<file path="src/rtl/shift_sequencer_if.sv">
// Request/response and shift-unit bundle for shift_sequencer.
//   Request side : START, OPCODE, DATA, AMOUNT in; BUSY, DONE, RESULT out.
//   Shift unit   : SH_IN, SH_OP, SH_AMT out; SH_OUT in.
// modport slave is the sequencer's view. modport master is the view of the
// requester and the shift unit together.
interface shift_sequencer_if #(
  parameter int unsigned AMT_W = 8
);
  logic             START;
  logic [1:0]       OPCODE;
  logic [7:0]       DATA;
  logic [AMT_W-1:0] AMOUNT;
  logic             BUSY;
  logic             DONE;
  logic [7:0]       RESULT;
  logic [7:0]       SH_IN;
  logic [1:0]       SH_OP;
  logic [2:0]       SH_AMT;
  logic [7:0]       SH_OUT;

  modport slave (
    input  START, OPCODE, DATA, AMOUNT, SH_OUT,
    output BUSY, DONE, RESULT, SH_IN, SH_OP, SH_AMT
  );

  modport master (
    output START, OPCODE, DATA, AMOUNT, SH_OUT,
    input  BUSY, DONE, RESULT, SH_IN, SH_OP, SH_AMT
  );
endinterface

</file>
<file path="src/rtl/shift_sequencer.sv">
// Multi-cycle shift/rotate sequencer. It splits an 8-bit shift amount
// (0..255) into passes of at most MAX_STEP positions through an external
// single-pass barrel shifter, and feeds each partial result back.
// Ports:
//   CLK   : clock, rising edge
//   RESET : asynchronous active-high reset
//   bus   : shift_sequencer_if.slave, which carries START/OPCODE/DATA/AMOUNT
//           in, BUSY/DONE/RESULT out, SH_IN/SH_OP/SH_AMT out to the shift
//           unit, and SH_OUT back from it
// Optional build macro: SHIFT_SEQ_EARLY_EXIT_EN. When it is defined, SLL and
// SRL with AMOUNT>=8 and SRA with AMOUNT>=7 complete without any shift pass.
module shift_sequencer #(
  parameter int unsigned MAX_STEP = 7,
  parameter int unsigned AMT_W    = 8
) (
  input logic                CLK,
  input logic                RESET,
  shift_sequencer_if.slave   bus
);

  localparam logic [1:0] OpSll = 2'b00;
  localparam logic [1:0] OpSrl = 2'b01;
  localparam logic [1:0] OpSra = 2'b10;
  localparam logic [1:0] OpRor = 2'b11;

  typedef enum logic [1:0] {StIdle, StShift, StDone} state_e;

  state_e     state_q, state_d;
  logic [7:0] acc_q, acc_d;
  logic [3:0] rem_q, rem_d;
  logic [1:0] op_q, op_d;
  logic [7:0] result_q, result_d;

  logic [3:0] eff;
  logic [2:0] step;
  logic       amt_ge8;

  // A shift of 8 or more clears or sign-fills the value. Clamp such amounts
  // to 8 so that rem fits in 4 bits. A rotate only needs the amount mod 8.
  assign amt_ge8 = (bus.AMOUNT >= AMT_W'(8));
  assign eff     = (bus.OPCODE == OpRor) ? {1'b0, bus.AMOUNT[2:0]} :
                   amt_ge8               ? 4'd8 : bus.AMOUNT[3:0];
  assign step    = (rem_q > 4'(MAX_STEP)) ? 3'(MAX_STEP) : rem_q[2:0];

`ifdef SHIFT_SEQ_EARLY_EXIT_EN
  logic       early_hit;
  logic [7:0] early_val;
  // SRA by 7 or more already gives pure sign fill, so it counts as saturated.
  always_comb begin
    early_hit = 1'b0;
    early_val = 8'h00;
    if ((bus.OPCODE == OpSll || bus.OPCODE == OpSrl) && amt_ge8) begin
      early_hit = 1'b1;
    end else if (bus.OPCODE == OpSra && bus.AMOUNT >= AMT_W'(7)) begin
      early_hit = 1'b1;
      early_val = {8{bus.DATA[7]}};
    end
  end
`endif

  always_comb begin
    state_d  = state_q;
    acc_d    = acc_q;
    rem_d    = rem_q;
    op_d     = op_q;
    result_d = result_q;
    unique case (state_q)
      StIdle: begin
        if (bus.START) begin
          op_d  = bus.OPCODE;
          acc_d = bus.DATA;
          rem_d = eff;
          if (eff == 4'd0) begin
            state_d  = StDone;
            result_d = bus.DATA;
          end else begin
            state_d = StShift;
          end
`ifdef SHIFT_SEQ_EARLY_EXIT_EN
          if (early_hit) begin
            acc_d    = early_val;
            rem_d    = 4'd0;
            state_d  = StDone;
            result_d = early_val;
          end
`endif
        end
      end
      StShift: begin
        acc_d = bus.SH_OUT;
        rem_d = rem_q - {1'b0, step};
        if (rem_d == 4'd0) begin
          state_d  = StDone;
          result_d = bus.SH_OUT;
        end
      end
      StDone:  state_d = StIdle;
      default: state_d = StIdle;
    endcase
  end

  always_ff @(posedge CLK or posedge RESET) begin
    if (RESET) begin
      state_q  <= StIdle;
      acc_q    <= 8'h00;
      rem_q    <= 4'd0;
      op_q     <= OpSll;
      result_q <= 8'h00;
    end else begin
      state_q  <= state_d;
      acc_q    <= acc_d;
      rem_q    <= rem_d;
      op_q     <= op_d;
      result_q <= result_d;
    end
  end

  assign bus.BUSY   = (state_q != StIdle);
  assign bus.DONE   = (state_q == StDone);
  assign bus.RESULT = result_q;
  assign bus.SH_IN  = acc_q;
  assign bus.SH_OP  = op_q;
  assign bus.SH_AMT = (state_q == StShift) ? step : 3'd0;

  // OpSrl is named only to document the encoding.
  logic unused_op;
  assign unused_op = ^OpSrl;

endmodule

</file>
<file path="src/flat_wrapper.sv">
// flat-port wrapper written by rule: the top's interface ports become plain ports
module shift_sequencer_flat 
#(
  parameter int unsigned MAX_STEP = 7,
  parameter int unsigned AMT_W    = 8
)
  (CLK, RESET, bus_START, bus_OPCODE, bus_DATA, bus_AMOUNT, bus_SH_OUT, bus_BUSY, bus_DONE, bus_RESULT, bus_SH_IN, bus_SH_OP, bus_SH_AMT);
  shift_sequencer_if #(.AMT_W(AMT_W)) bus_i ();
  input logic CLK;
  input logic RESET;
  input wire logic [$bits(bus_i.START)-1:0] bus_START;
  input wire logic [$bits(bus_i.OPCODE)-1:0] bus_OPCODE;
  input wire logic [$bits(bus_i.DATA)-1:0] bus_DATA;
  input wire logic [$bits(bus_i.AMOUNT)-1:0] bus_AMOUNT;
  input wire logic [$bits(bus_i.SH_OUT)-1:0] bus_SH_OUT;
  output wire logic [$bits(bus_i.BUSY)-1:0] bus_BUSY;
  output wire logic [$bits(bus_i.DONE)-1:0] bus_DONE;
  output wire logic [$bits(bus_i.RESULT)-1:0] bus_RESULT;
  output wire logic [$bits(bus_i.SH_IN)-1:0] bus_SH_IN;
  output wire logic [$bits(bus_i.SH_OP)-1:0] bus_SH_OP;
  output wire logic [$bits(bus_i.SH_AMT)-1:0] bus_SH_AMT;
  assign bus_i.START = bus_START;
  assign bus_i.OPCODE = bus_OPCODE;
  assign bus_i.DATA = bus_DATA;
  assign bus_i.AMOUNT = bus_AMOUNT;
  assign bus_i.SH_OUT = bus_SH_OUT;
  assign bus_BUSY = bus_i.BUSY;
  assign bus_DONE = bus_i.DONE;
  assign bus_RESULT = bus_i.RESULT;
  assign bus_SH_IN = bus_i.SH_IN;
  assign bus_SH_OP = bus_i.SH_OP;
  assign bus_SH_AMT = bus_i.SH_AMT;
  shift_sequencer #(.MAX_STEP(MAX_STEP), .AMT_W(AMT_W)) u_core (.CLK(CLK), .RESET(RESET), .bus(bus_i));
endmodule
</file>
<file path="config.mk">
export PLATFORM = sky130hd
export DESIGN_NAME = shift_sequencer_flat
export DESIGN_NICKNAME = d
export VERILOG_FILES = /design/src/rtl/shift_sequencer_if.sv /design/src/rtl/shift_sequencer.sv /design/src/flat_wrapper.sv
export SDC_FILE = /design/constraint.sdc
export NUM_CORES = 1
export LEC_CHECK = 0
export ABC_CLOCK_PERIOD_IN_PS = 1800
export CAP_MARGIN = 20
export CORE_ASPECT_RATIO = 0.6
export CORE_MARGIN = 2
export CORE_UTILIZATION = 38
export DETAILED_ROUTE_END_ITERATION = 12
export PLACE_DENSITY = 0.76
export SLEW_MARGIN = 20
export SYNTH_ARGS = -nofsm -noshare
export SYNTH_HDL_FRONTEND = slang
export SYNTH_SLANG_ARGS = --single-unit
</file>
<file path="constraint.sdc">
create_clock -name CLK -period 1.8 [get_ports CLK]
set_input_delay 0.54 -clock CLK [delete_from_list [all_inputs] [get_ports CLK]]
set_output_delay 0.54 -clock CLK [all_outputs]
set_load 0.05 [all_outputs]
</file>
==> impl_metrics.env, run 1 <==
export IMPL_antenna_found_initial=0
export IMPL_p_per_area_mw_per_mm2=2335
export IMPL_slew_headroom_pct=77.25
export IMPL_ys_warn_count=0
export IMPL_wl_um=3594
export IMPL_grt_start_max_net_pins=15
export IMPL_crit_required_ns=1.96
export IMPL_drv_cap=0
export IMPL_yosys_top_cells_area="dfrtp_1, mux2i_1, nand2_1"
export IMPL_postCtsHoldBufs=0
export IMPL_die_h_um=47.87
export IMPL_peakVddDrop_mv=1.476
export IMPL_cts_max_level=1
export IMPL_clk_latency_ns=0.26
export IMPL_endpoint_kind="flop"
export IMPL_synth_cells=117
export IMPL_hp_class="reg2reg"
export IMPL_critPathLaunch="bus_AMOUNT[4]"
export IMPL_io_buffers=51
export IMPL_start_kind="input pin"
export IMPL_dr_pass1_iters=4
export IMPL_mostFrequentLayoutCells="buf_4, clkdlybuf4s50_1, dfrtp_1, nand2_1, mux2i_1"
export IMPL_die_x_um=77.11
export IMPL_gp_congestion=0.8072
export IMPL_num_vias=1124
export IMPL_io_pins=52
export IMPL_root_buffer="clkbuf_8"
export IMPL_post_drt_wl_per_cell_um=15.23
export IMPL_p_leak_nw=1.034
export IMPL_rsz0062_at_grt="true"
export IMPL_drive_gt1_share_pct=45.36
export IMPL_numCtsBuffers=3
export IMPL_nets=225
export IMPL_ys_types=27
export IMPL_violations="setup timing"
export IMPL_arrival_ns=2.08
export IMPL_grt_pass1_wl_um=5485
export IMPL_fin_crit_sh_pct=106.9
export IMPL_tightest_slew_ns=0.3405
export IMPL_synth_nets=147
export IMPL_drcViolationCount=0
export IMPL_critical_path_class="in2reg"
export IMPL_cts_tree="built"
export IMPL_synth_async_reset_ratio_pct=100.0
export IMPL_grt_overflow_total=0
export IMPL_final_fill_count=217
export IMPL_clock_path_buffers=2
export IMPL_crit_reg2reg_launch="u_core.rem_q[1]$_DFFE_PP0P_"
export IMPL_synth_top_area_share_pct=49.28
export IMPL_drt_iter0_markers=56
export IMPL_fin_hold_ws_ns=0.4993
export IMPL_syn_to_final_growth_pct=78.13
export IMPL_core_mm2=0.002965
export IMPL_cp_common_cell="o21ai_4"
export IMPL_hold_start="u_core.bus.SH_IN[5]$_DFFE_PP0P_"
export IMPL_via_per_inst=4.763
export IMPL_r2r_slack_ns=-0.04
export IMPL_start_util_pct=41.10
export IMPL_ys_ff_latch=24
export IMPL_status="finished, violations left"
export IMPL_setup_viol=9
export IMPL_worstPathMaxFanout=6
export IMPL_design_die_area_mm2=0.003691
export IMPL_clkSinkCount=24
export IMPL_skew_ns=0.001106
export IMPL_timing_rr_end="u_core.bus.RESULT[2]$_DFFE_PP0P_"
export IMPL_syn_cell_area_mm2=0.001219
export IMPL_grtUsageTotal_pct=19.97
export IMPL_yosysSeqAreaShare_pct=49.28
export IMPL_hpwl_um=2579
export IMPL_setup_ws_ns=-0.1246
export IMPL_tns_ns=-0.8706
export IMPL_path_clk_slew_ns=0.08
export IMPL_rows=15
export IMPL_hold_violations=0
export IMPL_worst_r2r_cell_count=7
export IMPL_crit_chain="buf_6, or4_4, o21ai_4, nor4b_4, o21ai_4, mux2_4"
export IMPL_synth_largest_area_cell="dfrtp_1"
export IMPL_max_freq_ghz=0.5196
export IMPL_critical_path_max_stage_delay_ns=0.54
export IMPL_dp_cells=225
export IMPL_crit_end="u_core.bus.RESULT[2]$_DFFE_PP0P_"
export IMPL_n_antenna_cell=0
export IMPL_ant_nets=0
export IMPL_finalCriticalPeriod_ns=1.925
export IMPL_avgSynthCellArea_um2=10.42
export IMPL_cp_slowest_cell="or4_4"
export IMPL_synth_edff_count=0
export IMPL_fin_cells=236
export IMPL_maxSlewViolCount=0
export IMPL_final_common_cell="buf_4"
export IMPL_grt_pass1_vias=1139
export IMPL_synth_flop_cell="dfrtp_1"
## synth_stat cells (all sizes together), types with 3 or more instances
cell	number
o21ai	8
mux2	10
inv	7
dfrtp	24
nand2	20
clkbuf	4
mux2i	8
nor2b	4
nor2	11
nand2b	3
## layout make-up
type / count / area (µm²) / area share, %
multi-input combinational: 81 / 689.4 / 31.76
clock buffer: 3 / 41.29 / 1.902
tap: 42 / 52.55 / 2.421
clock inverter: 1 / 30.03 / 1.383
inverter: 7 / 26.28 / 1.210
timing repair buffer: 78 / 729.5 / 33.60
sequential: 24 / 601.8 / 27.72
## per-layer routing
layer | up-vias | part of all wire (%) | GRT usage, %
met5 | - | 0 | 0
met1 | 542 | 44 | 23.31
met2 | 33 | 51 | 38.77
met3 | 2 | 5.1 | 5.472
met4 | 0 | 0.31 | 4.643
li1 | 547 | - | -
## stage by stage
step                      power (mW)  util, %  cell area (µm²)  setup WS [ns]
final                          5.068    73.21             2171        -0.1246
after global routing           5.322    73.21             2171        -0.1672
after CTS                      4.775    69.54             2062        -0.1435
after detailed placement       4.068    64.47             1912        -0.7213
after global placement         3.984    64.47             1912        -0.6743
after floorplan                2.905        -             1226        -0.2962
## worst min path at each step
stage	cells past startpoint	slack, ns	end
after floorplan	2	0.51	u_core.rem_q[1]$_DFFE_PP0P_
after global placement	2	0.47	u_core.bus.SH_IN[6]$_DFFE_PP0P_
after detailed placement	2	0.48	u_core.bus.SH_IN[5]$_DFFE_PP0P_
after CTS	2	0.50	u_core.bus.SH_IN[5]$_DFFE_PP0P_
after global routing	2	0.51	u_core.bus.SH_IN[5]$_DFFE_PP0P_
final	2	0.50	u_core.bus.SH_IN[5]$_DFFE_PP0P_
## registers in the layout (all words and copies together) (netlist names)
register and cells:
u_core.bus.RESULT 8, u_core.bus.SH_IN 8, u_core.rem_q 4, u_core.bus.SH_OP 2, u_core.state_q 2
## logic make-up (layout without fill, tap and decap cells)
family / after synthesis / after routing / synth area share [%]
buffers and inverters: 12 / 89 / 3.798
adder cells (fa/ha/maj): 1 / 1 / 1.027
AND/OR/NAND/NOR: 45 / 45 / 18.27
flip-flops: 24 / 24 / 49.28
multiplexers: 18 / 18 / 17.04
AO/OA/AOI/OAI: 17 / 17 / 10.58
## what timing repair did
item	in CTS	in global routing
pin swaps	4	9
gates resized for setup	26	18
endpoints found under the setup margin	16	14
setup buffers	4	3
## power by group
part,internal [mW],switching (mW)
clock network,0.297,0.172
logic,1.58,2.00
registers,0.820,0.200
total,2.69,2.37
## worst max-delay path: cells and delay by family
family          cells  cell delay, ns
simple gates        2            0.84
buf+inv             1            0.09
compound gates      2            0.29
mux                 1            0.32
(Power assumes the default switching activity.)
==> run 2, diff against run 1 <==
Settings changed: CTS_CLUSTER_SIZE from default to 28, SKIP_CTS_REPAIR_TIMING from default to 1.
==> run 2 against run 1 <==
Against the previous run:
- the flow still finishes with violations (setup timing)
- via count decreased by 0.36%
- global-route usage decreased by 0.60 points
- clock-buffer cell count unchanged
- flip-flop and latch count unchanged
- die area unchanged
- power decreased by 4.3%
- critical endpoint unchanged
==> impl_metrics.env, run 2 (same netlist as run 1, synthesis figures left out) <==
export IMPL_place_ws_ns=-0.7213
export IMPL_clkSinkCount=24
export IMPL_crit_chain="buf_6, or4_4, o21ai_4, nor4b_4, o21ai_4, mux2_4"
export IMPL_hp_class="reg2reg"
export IMPL_io_buffers=51
export IMPL_n_antenna_cell=0
export IMPL_path_clk_slew_ns=0.08
export IMPL_p_sw_mw=2.285
export IMPL_critPathBufInv=1
export IMPL_mostFrequentLayoutCells="buf_4, clkdlybuf4s50_1, dfrtp_1, nand2_1, mux2i_1"
export IMPL_final_common_cell="buf_4"
export IMPL_arrival_ns=2.10
export IMPL_fin_hold_ws_ns=0.4994
export IMPL_num_vias=1120
export IMPL_core_mm2=0.002965
export IMPL_drv_cap=0
export IMPL_dr_pass1_iters=4
export IMPL_p_sw_share_pct=47.14
export IMPL_drcViolationCount=0
export IMPL_numCtsBuffers=3
export IMPL_clkPwrFrac_pct=9.6
export IMPL_clock_path_buffers=2
export IMPL_die_x_um=77.11
export IMPL_nets=223
export IMPL_hpwl_um=2579
export IMPL_grt_pass1_vias=1104
export IMPL_busiest_layer="met2"
export IMPL_start_util_pct=41.10
export IMPL_io_pins=52
export IMPL_worstPathMaxFanout=6
export IMPL_use_met1_pct=21.68
export IMPL_p_per_area_mw_per_mm2=2317
export IMPL_dp_cells=225
export IMPL_peakVddDrop_mv=1.445
export IMPL_grt_overflow_total=0
export IMPL_via_per_inst=4.786
export IMPL_fin_cells=234
export IMPL_design_die_area_mm2=0.003691
export IMPL_setup_viol=10
export IMPL_critical_path_top_delay_family="simple AND/OR/NAND/NOR gates"
export IMPL_pwr_share_seq_pct=20.7
export IMPL_use_met2_pct=37.89
export IMPL_tightest_slew_ns=0.3502
export IMPL_critical_path_max_stage_delay_ns=0.54
export IMPL_p_int_mw=2.563
export IMPL_fin_crit_sh_pct=108.3
export IMPL_clk_latency_ns=0.26
export IMPL_rows=15
export IMPL_drt_iter0_markers=77
export IMPL_critical_path_class="in2reg"
export IMPL_power_share_combinational_pct=69.7
export IMPL_antenna_found_initial=0
export IMPL_grtUsageTotal_pct=19.37
export IMPL_gp_congestion=0.8072
export IMPL_use_met3_pct=5.283
export IMPL_maxSlewViolCount=0
export IMPL_finalCriticalPeriod_ns=1.949
export IMPL_cp_slowest_cell="or4_4"
export IMPL_violations="setup timing"
export IMPL_final_util_pct=70.55
export IMPL_cp_common_cell="o21ai_4"
export IMPL_syn_to_final_growth_pct=71.66
export IMPL_skew_ns=0.003374
export IMPL_endpoint_kind="flop"
export IMPL_status="finished, violations left"
export IMPL_drive_gt1_share_pct=42.19
export IMPL_grt_start_max_net_pins=15
export IMPL_start_kind="input pin"
export IMPL_ant_nets=0
export IMPL_cts_tree="built"
export IMPL_crit_required_ns=1.95
export IMPL_die_h_um=47.87
export IMPL_wl_um=3609
export IMPL_grt_pass1_wl_um=5299
export IMPL_hold_violations=0
export IMPL_slew_headroom_pct=76.66
export IMPL_max_freq_ghz=0.5132
export IMPL_cts_max_level=1
export IMPL_final_fill_count=235
export IMPL_rsz0062_at_grt="true"
export IMPL_post_drt_wl_per_cell_um=15.42
export IMPL_p_leak_nw=1.019
export IMPL_setup_ws_ns=-0.1486
export IMPL_root_buffer="clkbuf_8"
-- run 2: cell types whose count changed in the layout (fill, tap and decap cells not counted), sizes merged --
| cell | delta |
|---|---|
| dlymetal6s2s | +2 |
| buf | -4 |
| clkbuf | +1 |
| clkdlybuf4s15 | -1 |
-- run 2: layout make-up --
cell class	count	area [µm²]	area share [%]
clock buffers	3	41.29	1.974
clock inverters	1	30.03	1.435
inverters	7	26.28	1.256
multi-input cells	81	630.6	30.14
flip-flops and latches	24	600.6	28.71
well taps	42	52.55	2.512
repair buffers	76	710.7	33.97
-- run 2: power by group through the flow --
stage | sequential (mW) | clock, mW | combinational [mW]
after detailed placement | 0.989 | 0 | 3.08
after global placement | 0.987 | 0 | 3.00
after floorplan | 1.71 | 0 | 1.20
final | 1.00 | 0.463 | 3.38
after CTS | 0.988 | 0.477 | 3.10
after global routing | 1.04 | 0.503 | 3.55
-- run 2: metrics by stage --
stage | power, mW | setup TNS, ns | instance area [µm²]
after floorplan | 2.905 | -1.884 | 1226
after detailed placement | 4.068 | -8.511 | 1912
final | 4.848 | -1.071 | 2092
after global placement | 3.984 | -8.034 | 1912
after global routing | 5.088 | -1.629 | 2092
after CTS | 4.566 | -4.784 | 1983
-- run 2: worst paths after layout --
check	slack, ns	to	from	depth (start not counted)
setup / recovery	-0.15	u_core.bus.RESULT[2]$_DFFE_PP0P_	bus_AMOUNT[7]	6
hold / removal	0.50	u_core.bus.SH_IN[5]$_DFFE_PP0P_	u_core.bus.SH_IN[5]$_DFFE_PP0P_	2
setup reg to reg	-0.13	u_core.bus.RESULT[2]$_DFFE_PP0P_	u_core.rem_q[1]$_DFFE_PP0P_	7
hold reg to reg	0.50	u_core.bus.SH_IN[5]$_DFFE_PP0P_	u_core.bus.SH_IN[5]$_DFFE_PP0P_	2
max in group asynchronous	1.05	u_core.rem_q[2]$_DFFE_PP0P_	RESET	3
min in group asynchronous	0.58	u_core.bus.SH_IN[5]$_DFFE_PP0P_	RESET	3
-- run 2: worst reg2reg max path: cells and delay by family (launching register included) --
| kind | cells | cell delay, ns |
|---|---|---|
| DFF | 1 | 0.40 |
| adders and majority gates | 1 | 0.22 |
| and+or+nand+nor | 3 | 0.42 |
| AOI/OAI and AO/OA | 2 | 0.45 |
| muxes | 1 | 0.33 |
-- run 2: layer usage --
layer	vias to the layer above	wire [µm]
met5	-	0
met4	0	63
met3	6	172
met2	42	1819
met1	527	1553
li1	545	-
==> run 3, diff against run 2 <==
Settings changed: ABC_CLOCK_PERIOD_IN_PS 1800 to default, CORE_MARGIN 2 to 1.5.
==> run 3 against run 2 <==
Against the previous run:
- the run still ends with setup timing left
- critical path depth unchanged
- via count decreased by 2.0%
- first-iteration DRC count decreased by 5.2%
- worst setup slack improved by 0.0058 ns
- utilization decreased by 4.8 points
- highest routed layer unchanged
- hold slack got worse by 0.0078 ns
- sequential power about the same
- sequential share of layout area increased by 2.1 points
==> impl_metrics.env, run 3 (same netlist as run 1, synthesis figures left out) <==
export IMPL_post_drt_wl_per_cell_um=13.33
export IMPL_max_freq_ghz=0.5147
export IMPL_setup_viol=8
export IMPL_root_buffer="clkbuf_8"
export IMPL_grtUsageTotal_pct=17.05
export IMPL_io_buffers=51
export IMPL_p_per_area_mw_per_mm2=2250
export IMPL_status="finished, violations left"
export IMPL_die_h_um=46.87
export IMPL_final_common_cell="buf_4"
export IMPL_skew_ns=0.004275
export IMPL_numCtsBuffers=3
export IMPL_clk_latency_ns=0.26
export IMPL_syn_to_final_growth_pct=59.96
export IMPL_dr_pass1_iters=4
export IMPL_cts_tree="built"
export IMPL_fin_crit_sh_pct=107.9
export IMPL_timing_rr_end="u_core.bus.RESULT[2]$_DFFE_PP0P_"
export IMPL_nets=213
export IMPL_via_per_inst=4.924
export IMPL_start_util_pct=41.10
export IMPL_path_clk_slew_ns=0.08
export IMPL_p_leak_nw=0.9374
export IMPL_hp_class="reg2reg"
export IMPL_peakVddDrop_mv=1.154
export IMPL_postPlaceCellArea_mm2=0.001874
export IMPL_ant_nets=0
export IMPL_critical_path_class="in2reg"
export IMPL_finalCriticalPeriod_ns=1.943
export IMPL_hold_violations=0
export IMPL_hpwl_um=2393
export IMPL_mostFrequentLayoutCells="buf_4, clkdlybuf4s50_1, dfrtp_1, nand2_1, mux2i_1"
export IMPL_hold_start="u_core.bus.SH_IN[3]$_DFFE_PP0P_"
export IMPL_gp_congestion=0.8754
export IMPL_drive_gt1_share_pct=37.57
export IMPL_drt_iter0_markers=73
export IMPL_clock_path_buffers=2
export IMPL_slew_headroom_pct=71.70
export IMPL_worstPathMaxFanout=5
export IMPL_rows=15
export IMPL_grt_pass1_wl_um=4560
export IMPL_num_vias=1098
export IMPL_setup_ws_ns=-0.1428
export IMPL_crit_required_ns=1.95
export IMPL_cts_max_level=1
export IMPL_clkSinkCount=24
export IMPL_crit_reg2reg_launch="u_core.rem_q[0]$_DFFE_PP0P_"
export IMPL_wl_um=2972
export IMPL_min_path_cells=2
export IMPL_io_pins=52
export IMPL_r2r_slack_ns=-0.07
export IMPL_core_mm2=0.002965
export IMPL_drcViolationCount=0
export IMPL_antenna_found_initial=0
export IMPL_n_antenna_cell=0
export IMPL_grt_start_max_net_pins=25
export IMPL_maxSlewViolCount=0
export IMPL_die_x_um=76.11
export IMPL_arrival_ns=2.09
export IMPL_hold_path_end="u_core.bus.SH_IN[3]$_DFFE_PP0P_"
export IMPL_rsz0062_at_grt="true"
export IMPL_tightest_slew_ns=0.4236
export IMPL_drv_cap=0
export IMPL_start_kind="input pin"
export IMPL_worst_r2r_cell_count=7
export IMPL_endpoint_kind="flop"
export IMPL_p_total_mw=4.387
export IMPL_stdcell_area_mm2=0.001949
export IMPL_grt_overflow_total=0
export IMPL_design_die_area_mm2=0.003567
export IMPL_violations="setup timing"
export IMPL_grt_pass1_vias=998
run 3: final cells by class:
| cell class | instances | area [µm²] |
|---|---|---|
| clock buffer | 3 | 41.29 |
| multi-input combinational | 81 | 615.6 |
| inverter | 7 | 26.28 |
| fill | 250 | 1016 |
| timing repair buffer | 66 | 613.1 |
| tap | 42 | 52.55 |
| sequential | 24 | 600.6 |
run 3: critical path: stages:
cell	delay [ns]
buf_6	0.09
or4_4	0.53
o21ai_4	0.17
nor4b_4	0.30
o21ai_4	0.15
mux2_4	0.31
run 3: how the worst max path moves through the flow:
| stage | endpoint | startpoint |
|---|---|---|
| after floorplan | u_core.bus.RESULT[0]$_DFFE_PP0P_ | bus_AMOUNT[7] |
| after global placement | u_core.bus.RESULT[7]$_DFFE_PP0P_ | bus_AMOUNT[7] |
| after detailed placement | u_core.bus.RESULT[6]$_DFFE_PP0P_ | bus_AMOUNT[7] |
| after CTS | u_core.bus.RESULT[2]$_DFFE_PP0P_ | bus_AMOUNT[7] |
| after global routing | u_core.bus.RESULT[4]$_DFFE_PP0P_ | u_core.rem_q[0]$_DFFE_PP0P_ |
| final | u_core.bus.RESULT[2]$_DFFE_PP0P_ | bus_AMOUNT[3] |
run 3: through the flow:
step	setup slack (ns)	hold slack (ns)	instances	util (%)	TNS, ns
after floorplan	-0.2962	0.5057	117	-	-1.884
after global placement	-0.6553	0.4736	220	63.21	-7.885
after detailed placement	-0.7160	0.4780	220	63.21	-8.691
after CTS	-0.4366	0.4978	223	64.60	-4.452
after global routing	-0.1862	0.5203	223	65.74	-1.455
final	-0.1428	0.4915	223	65.74	-0.9948
run 3: where the power goes:
| group | switching, mW | internal [mW] | total (mW) |
|---|---|---|---|
| sequential | 0.180 | 0.818 | 0.998 |
| clock | 0.150 | 0.149 | 0.299 |
| combinational | 1.81 | 1.28 | 3.09 |
run 3: routing by layer:
| metal | track usage (%) | routed length, µm | up-vias |
|---|---|---|---|
| met5 | 0 | 0 | - |
| li1 | - | - | 524 |
| met2 | 28.47 | 1432 | 42 |
| met1 | 21.12 | 1306 | 530 |
| met4 | 7.037 | 13 | 0 |
| met3 | 6.019 | 219 | 2 |
